**src/rtl/param_fifo_pkg.sv**
```systemverilog
// param_fifo_pkg
// Shared constants and helpers for the parameterised FIFO slice.
//   DEFAULT_WIDTH / DEFAULT_DEPTH / DEFAULT_AEMPTY_THR : parameter defaults
//   count_op_e       : occupancy update selected each cycle
//   calc_ptr_width() : pointer width for a power-of-two depth
package param_fifo_pkg;

    localparam int DEFAULT_WIDTH      = 8;
    localparam int DEFAULT_DEPTH      = 16;
    localparam int DEFAULT_AEMPTY_THR = 2;

    typedef enum logic [1:0] {
        CNT_HOLD,
        CNT_INC,
        CNT_DEC
    } count_op_e;

    function automatic int calc_ptr_width(input int depth);
        return $clog2(depth);
    endfunction

endpackage

```
**src/rtl/param_fifo_ram.sv**
```systemverilog
// param_fifo_ram
// DEPTH x WIDTH storage array for param_fifo. No reset: contents are
// only meaningful between the FIFO's read and write pointers.
// Ports:
//   clk   : write clock
//   we    : write enable, commits wdata to mem[waddr] on the rising edge
//   waddr : write address
//   wdata : write data
//   raddr : read address
//   rdata : asynchronous read data, mem[raddr]
module param_fifo_ram #(
    parameter int WIDTH     = 8,
    parameter int DEPTH     = 16,
    parameter int PTR_WIDTH = 4
) (
    input  logic                 clk,
    input  logic                 we,
    input  logic [PTR_WIDTH-1:0] waddr,
    input  logic [WIDTH-1:0]     wdata,
    input  logic [PTR_WIDTH-1:0] raddr,
    output logic [WIDTH-1:0]     rdata
);

    logic [WIDTH-1:0] mem [DEPTH];

    always_ff @(posedge clk) begin
        if (we) begin
            mem[waddr] <= wdata;
        end
    end

    assign rdata = mem[raddr];

endmodule

```
**src/rtl/param_fifo.sv**
```systemverilog
// param_fifo
// Synchronous single-clock FIFO with occupancy count, threshold flags and
// sticky overflow/underflow error flags.
// Optional macro PARAM_FIFO_FWFT_EN selects first-word-fall-through reads;
// without it, read data is registered one cycle after an accepted read.
// Ports:
//   clk          : clock, all state changes on rising edge
//   res          : asynchronous active-low reset
//   clr          : synchronous flush, overrides wr_en/rd_en
//   wr_en, wdata : write request and data
//   rd_en        : read request
//   rdata, rvalid: read data and its valid indication
//   full, empty, almost_full, almost_empty : status decoded from count
//   count        : current occupancy, 0..DEPTH
//   overflow, underflow : sticky error flags, cleared by reset or clr
module param_fifo
    import param_fifo_pkg::*;
#(
    parameter int WIDTH      = DEFAULT_WIDTH,
    parameter int DEPTH      = DEFAULT_DEPTH,
    parameter int AFULL_THR  = DEPTH - 2,
    parameter int AEMPTY_THR = DEFAULT_AEMPTY_THR,
    localparam int PTR_WIDTH = calc_ptr_width(DEPTH)
) (
    input  logic                 clk,
    input  logic                 res,
    input  logic                 clr,
    input  logic                 wr_en,
    input  logic [WIDTH-1:0]     wdata,
    input  logic                 rd_en,
    output logic [WIDTH-1:0]     rdata,
    output logic                 rvalid,
    output logic                 full,
    output logic                 empty,
    output logic                 almost_full,
    output logic                 almost_empty,
    output logic [PTR_WIDTH:0]   count,
    output logic                 overflow,
    output logic                 underflow
);

    localparam logic [PTR_WIDTH:0] DEPTH_CNT  = (PTR_WIDTH+1)'(DEPTH);
    localparam logic [PTR_WIDTH:0] AFULL_CNT  = (PTR_WIDTH+1)'(AFULL_THR);
    localparam logic [PTR_WIDTH:0] AEMPTY_CNT = (PTR_WIDTH+1)'(AEMPTY_THR);

    logic [PTR_WIDTH-1:0] wr_ptr;
    logic [PTR_WIDTH-1:0] rd_ptr;
    logic [WIDTH-1:0]     head;
    logic                 rd_acc;
    logic                 wr_acc;
    count_op_e            count_op;

    // Flags are a pure decode of the registered count.
    assign full         = (count == DEPTH_CNT);
    assign empty        = (count == '0);
    assign almost_full  = (count >= AFULL_CNT);
    assign almost_empty = (count <= AEMPTY_CNT);

    // A write into a full FIFO is still accepted when a read frees the
    // head slot in the same cycle.
    assign rd_acc = rd_en && !empty;
    assign wr_acc = wr_en && (!full || rd_acc);

    always_comb begin
        count_op = CNT_HOLD;
        if (wr_acc && !rd_acc) begin
            count_op = CNT_INC;
        end else if (rd_acc && !wr_acc) begin
            count_op = CNT_DEC;
        end
    end

    param_fifo_ram #(
        .WIDTH     (WIDTH),
        .DEPTH     (DEPTH),
        .PTR_WIDTH (PTR_WIDTH)
    ) u_ram (
        .clk   (clk),
        .we    (wr_acc && !clr),
        .waddr (wr_ptr),
        .wdata (wdata),
        .raddr (rd_ptr),
        .rdata (head)
    );

    // Pointers wrap naturally since DEPTH is a power of two.
    always_ff @(posedge clk or negedge res) begin
        if (!res) begin
            wr_ptr    <= '0;
            rd_ptr    <= '0;
            count     <= '0;
            overflow  <= 1'b0;
            underflow <= 1'b0;
        end else if (clr) begin
            wr_ptr    <= '0;
            rd_ptr    <= '0;
            count     <= '0;
            overflow  <= 1'b0;
            underflow <= 1'b0;
        end else begin
            if (wr_acc) begin
                wr_ptr <= wr_ptr + PTR_WIDTH'(1);
            end
            if (rd_acc) begin
                rd_ptr <= rd_ptr + PTR_WIDTH'(1);
            end
            case (count_op)
                CNT_INC: count <= count + (PTR_WIDTH+1)'(1);
                CNT_DEC: count <= count - (PTR_WIDTH+1)'(1);
                default: count <= count;
            endcase
            if (wr_en && !wr_acc) begin
                overflow <= 1'b1;
            end
            if (rd_en && !rd_acc) begin
                underflow <= 1'b1;
            end
        end
    end

`ifdef PARAM_FIFO_FWFT_EN
    // Head entry is always presented; gating with empty keeps rdata at zero
    // after reset or flush, since storage itself is never cleared.
    assign rdata  = empty ? '0 : head;
    assign rvalid = ~empty;
`else
    // Registered read: data appears one cycle after the accepted read and
    // holds until the next one.
    always_ff @(posedge clk or negedge res) begin
        if (!res) begin
            rdata  <= '0;
            rvalid <= 1'b0;
        end else if (clr) begin
            rdata  <= '0;
            rvalid <= 1'b0;
        end else begin
            rvalid <= rd_acc;
            if (rd_acc) begin
                rdata <= head;
            end
        end
    end
`endif

endmodule

```
**config.mk**
```make
export PLATFORM = sky130hd
export DESIGN_NAME = param_fifo
export DESIGN_NICKNAME = d
export VERILOG_FILES = /design/src/rtl/param_fifo_pkg.sv /design/src/rtl/param_fifo_ram.sv /design/src/rtl/param_fifo.sv
export SDC_FILE = /design/constraint.sdc
export NUM_CORES = 1
export LEC_CHECK = 0
export CORE_MARGIN = 2
export CORE_UTILIZATION = 50
export DETAILED_ROUTE_END_ITERATION = 10
export PLACE_DENSITY = 0.74
export SYNTH_ARGS = -nofsm -noshare
export SYNTH_HDL_FRONTEND = slang
export SYNTH_SLANG_ARGS = --single-unit
```
**constraint.sdc**
```tcl
create_clock -name clk -period 3.04 [get_ports clk]
set_input_delay 0.456 -clock clk [delete_from_list [all_inputs] [get_ports clk]]
set_output_delay 0.456 -clock clk [all_outputs]
set_load 0.03 [all_outputs]
```
==> summary.txt <==
Global route
  – Largest net degree at the start of global routing: 34
  – GRT met2 Usage: 0.326
  – Total GRT Usage: 0.205
  – Vias in the first global route: 3,350
  – Met3 Use GR: 0.0513
  – Met1 usage: 0.277
  – Initial antenna violation count: 0
  – GRT overflow: 0
  – GR peak layer: met2
  – First-pass GRT wire length: 19,400 microns

Drt
  – DR iter-0 viols: 359
  – Routed wire length per instance: 21.2 microns
  – Via count: 3,364
  – Via density per instance: 5.78
  – DR pass1 iterations: 5
  – Routed wire length: 12,400 microns
  – Drt drc: 0
  – Post-route ant nets: 0

Timing
  – Final Skew: 11.5 ps
  – Final WS setup: 128 ps
  – Setup tns final: 0 ps
  – Final hold slack: 409 ps
  – Fmax achieved: 0.343 GHz
  – Unrepaired setup endpoints after global routing: no
  – Worst Max-Slew Pin Slew: 799 ps
  – Min Clock Period, post-route: 2910 ps
  – Final setup vio count: 0
  – Period utilization: 0.958
  – Final hold violation count: 0
  – Headroom to the max-slew limit: 0.465
  – Slew Viols, Final: 0

Clocking
  – Post-CTS Setup Bufs: 0
  – CTS Sinks: 152
  – Max Buffers Root-to-Sink: 2
  – Clock Pin Slew Worst Setup and Hold Paths: 60 ps
  – Later-pin clock latency in the skew report: 420 ps
  – Hold Buf Count CTS: 0
  – TritonCTS buffer count: 17
  – TritonCTS clock tree: built
  – H-tree level count: 4
  – Root Driver: clkbuf_16

Yosys
  – Gate count of the mapped netlist: 348
  – Yosys top cell by area: edfxtp_1
  – Synth top area cells: edfxtp_1, mux4_2, dfrtp_1, mux2i_1, nor2_1
  – Syn_nets: 370
  – Avg Cell Area, Syn: 17.9 sq um
  – EDFF count, synth: 128
  – Cell with the most instances after synthesis: edfxtp_1
  – Synthesized flop and latch total: 152
  – Yosys warns: 0
  – FFs w/ async S/R, synth: 0.158
  – Sequential area share after synthesis: 0.713
  – Cell variety after synth: 36
  – Synth Cell Area: 6240 sq um
  – Main synth FF type: edfxtp_1
  – Synth cell count leaders: edfxtp_1, mux4_2, nor2_1
  – Top cell type's share of synthesized area: 0.616

Layout
  – Fin cells: 582
  – Layout net count: 423
  – FF/Latch Area: 4450 sq um
  – # diodes: 0
  – Share of post-route cells with drive strength above 1: 0.227
  – FILL cells: 892
  – Final Core Density: 0.613
  – Area of the multi-input gates: 1700 sq um
  – Area Overhead vs Synth: 19.0%

Die
  – Initial Utilization: 0.515
  – Num rows: 40
  – Die width: 116 microns
  – Ports: 33
  – Die Area: 13,400 sq um
  – Core area: 12,100 sq um
  – Die Y: 116 microns

Critical path
  – Setup crit end kind: primary output
  – Setup crit start kind: flip-flop
  – CP arrival: 2460 ps
  – FF-to-FF setup slack: 510 ps
  – Critical Path RT: 2580 ps
  – CP Class: flip-flop to primary output
  – Max FO, Critical Path: 8

Power
  – Power density over the cells: 744 nW/um^2
  – Worst VDD drop: 0.563 mV
  – Pleak: 0.00250 uW

Placement
  – Port bufs: 32
  – Dpl ws: 241 ps
  – Final weighted congestion in routability-driven placement: 0.890
  – HPWL after DPL: 8000 microns
  – Placed cell count: 550

Job
  – # Max-Cap Violations: 0

Run status
  – Status: completed

Min path
  – HP Class: input pin to asynchronous set/reset pin
layer usage:
metal	vias to the layer above	share of wire
li1	1472	-
met1	1736	0.43
met2	137	0.50
met3	19	0.055
met4	0	0.017
met5	-	0
per-stage QoR:
step                      instance area (sq um)  total power, uW
after floorplan                            6240             3240
after global placement                     6880             3630
after detailed placement                   6880             3660
after CTS                                  7420             5560
after global routing                       7420             5750
final                                      7420             5520
kinds of logic after synthesis:
logic type	Yosys count	share of synthesized area
adder cells (fa/ha/maj)	9	0.0193
multiplexers	54	0.152
flip-flops	152	0.713
XOR/XNOR	8	0.0112
AO/OA/AOI/OAI	27	0.0307
AND/OR/NAND/NOR	71	0.0564
buffers and inverters	27	0.0183
flip-flops by register name, summed over array words and instances, names as in the netlist:
register,cells
count,5
overflow,1
rd_ptr,4
rdata,8
rvalid,1
u_ram.mem,128
underflow,1
wr_ptr,4
where the power goes:
group          leakage (uW)  switching (uW)  internal (uW)
combinational      0.000764             643            515
clock              0.000263             789           1120
sequential          0.00147             103           2350
worst max-delay path, stage by stage (launching register included):
cell and delay [ps]:
dfrtp_1 440, or4_1 720, nor2_1 180, clkdlybuf4s50_1 690
layout make-up:
type                       instances  area share
inverter                           7     0.00354
multi-input combinational        169       0.229
clock buffer                      24      0.0663
tap                              168      0.0283
sequential                       152       0.599
timing repair buffer              54      0.0675
clock inverter                     8     0.00641
timing repair:
item,in CTS,in global routing
endpoints found under the setup margin,0,1
resized for setup,0,1
endpoints found under the hold margin,0,0
worst paths after layout:
path | start | endpoint | cells after the start
max | count[1] | full | 3
max in group asynchronous | res | rd_ptr[1] | 2
max reg2reg | count[1] | count[4] | 10
min | res | count[4] | 2
min in group clk | underflow | underflow | 2
min reg2reg | underflow | underflow | 2
layout by cell type, fill, tap and decap left out, types with 4 or more instances in the layout:
cell / n
dfrtp_1: 23
nand2b_1: 7
a21oi_1: 8
edfxtp_1: 128
clkbuf_8: 4
clkdlybuf4s50_1: 31
clkinv_2: 4
nor2_1: 31
nand2_1: 9
clkbuf_16: 17
ha_1: 8
buf_4: 21
nand3b_1: 9
o221ai_1: 8
inv_1: 7
mux4_2: 32
mux2_2: 4
mux2i_1: 18
xor2_1: 6
No activity file was read; power rests on OpenSTA's default activity.
==> RTL edit: new RTL, same flow settings <==
Change the package constant `DEFAULT_WIDTH` from 8 to 6.
--- a/src/rtl/param_fifo_pkg.sv
+++ b/src/rtl/param_fifo_pkg.sv
@@ -5,7 +5,7 @@
 //   calc_ptr_width() : pointer width for a power-of-two depth
 package param_fifo_pkg;
 
-    localparam int DEFAULT_WIDTH      = 8;
+    localparam int DEFAULT_WIDTH      = 6;
     localparam int DEFAULT_DEPTH      = 16;
     localparam int DEFAULT_AEMPTY_THR = 2;
 
Ports: changed (resized rdata and wdata); port bits go from 33 to 29. No check against the original RTL was run, so the function may have changed too.
==> RTL edit against the unedited design <==
  * Final area down 18%
  * Sequential power down 20%
  * Power down 11%
  * Wire length down 18%
  * Via count down 17%
  * Sequential cell count down 34
  * Critical path depth unchanged
  * Die area down 19%
  * Area after synthesis down 20%
  * Core utilization up 1.4 points
  * Combinational power down 16%
  * Sequential share of layout area down 3.6 points
  * Worst setup slack worse by 5.7 ps
==> RTL edit: results (changes against the unedited design) <==
<table>
<tr><th>Metric</th><th>Value</th></tr>
<tr><th colspan="2">Power and ir drop</th></tr>
<tr><td>Largest vdd supply drop</td><td>0.000370 V (was 0.000563 V)</td></tr>
<tr><th colspan="2">Yosys</th></tr>
<tr><td>Biggest area contributors in the synthesized netlist</td><td>edfxtp_1 (58%), dfrtp_1 (11%), mux4_2 (11%), mux2i_1 (2.8%), ha_1 (2.0%) (was edfxtp_1 (62%), mux4_2 (12%), dfrtp_1 (9.6%), mux2i_1 (2.9%), nor2_1 (1.9%))</td></tr>
<tr><td>Xor-xnor portion of the synthesized cell area</td><td>1.58% (was 1.12%)</td></tr>
<tr><td>Sequential share of the synthesized area</td><td>68.7% (was 71.3%)</td></tr>
<tr><td>Synth cell count leaders</td><td>edfxtp_1 (96), nor2_1 (26), mux4_2 (24) (was edfxtp_1 (128), mux4_2 (32), nor2_1 (31))</td></tr>
<tr><th colspan="2">Layout</th></tr>
<tr><td>Final-stage net count</td><td>362 (was 423)</td></tr>
<tr><td>Multi-input gate area</td><td>1450 um2 (was 1700 um2)</td></tr>
<tr><td>Sequential cells</td><td>118 (was 152)</td></tr>
<tr><td>ClkCell Share</td><td>9.74% (was 7.27%)</td></tr>
<tr><td>Multi-input gates</td><td>150 (was 169)</td></tr>
<tr><td>Count of fill cells added during filler insertion</td><td>699 (was 892)</td></tr>
<tr><td>Top flop regs</td><td>u_ram.mem x96, rdata x6, count x5 (was u_ram.mem x128, rdata x8, count x5)</td></tr>
<tr><th colspan="2">Routing</th></tr>
<tr><td>Via count of the routed design</td><td>2789 (was 3364)</td></tr>
<tr><td>Met1 layer wirelength in the final routing</td><td>4340 um (was 5310 um)</td></tr>
<tr><td>Met2 wire len</td><td>5180 um (was 6170 um)</td></tr>
<tr><td>Met3 Wirelength</td><td>483 um (was 675 um)</td></tr>
<tr><th colspan="2">GRT</th></tr>
<tr><td>Grt met3 use</td><td>6.02% (was 5.13%)</td></tr>
<tr><td>Overall fraction of global-route tracks in use</td><td>20.2% (was 20.5%)</td></tr>
<tr><td>Global-route track usage on met2</td><td>32.3% (was 32.6%)</td></tr>
<tr><td>Met1 global-route usage</td><td>26.4% (was 27.7%)</td></tr>
<tr><th colspan="2">Timing</th></tr>
<tr><td>Worst Skew</td><td>8.46 ps (was 11.5 ps)</td></tr>
<tr><td>Worst hold slack</td><td>298 ps (was 409 ps)</td></tr>
<tr><th colspan="2">Clock tree</th></tr>
<tr><td>Root Buffer Master</td><td>clkbuf_8 (was clkbuf_16)</td></tr>
<tr><th colspan="2">Worst setup path</th></tr>
<tr><td>Worst path max stage delay</td><td>690 ps (was 720 ps)</td></tr>
<tr><td>Flop-to-flop setup slack</td><td>460 ps (was 510 ps)</td></tr>
<tr><th colspan="2">Placement</th></tr>
<tr><td>HPWL after detailed placement</td><td>6060 um (was 8000 um)</td></tr>
<tr><td>Port-buffer cells</td><td>28 (was 32)</td></tr>
<tr><th colspan="2">Outcome</th></tr>
<tr><td>Status</td><td>finished, final reports clean (unchanged)</td></tr>
</table>
==> RTL edit: cell types whose count changed after synthesis, sizes merged, moves of 2 or more <==
cell	change
nand2	-2
clkbuf	-2
nor3	+2
inv	+3
nor2	-5
and2	+3
dfrtp	-2
nand2b	-4
mux2i	-4
nand3	-2
and3	+3
o221ai	-2
edfxtp	-32
mux4	-8
==> RTL edit: power breakdown <==
| group | internal (W) | switching, W |
|---|---|---|
| registers | 0.00183 | 0.000121 |
| clock network | 0.00125 | 0.000736 |
| logic | 0.000445 | 0.000531 |
==> RTL edit: metrics by stage <==
stage / worst slack, ps / area (um2) / std cells / total power (W)
final: 122 / 6090 / 488 / 0.00491
after global routing: 30.1 / 6090 / 488 / 0.00509
after CTS: 116 / 6090 / 488 / 0.00493
after detailed placement: 238 / 5500 / 456 / 0.00294
after global placement: 343 / 5500 / 456 / 0.00293
after floorplan: 302 / 5000 / 295 / 0.00262
==> RTL edit: timing repair <==
item,CTS,global route
buffers inserted,0,0
gates resized for setup,1,0
setup endpoints to repair,2,0
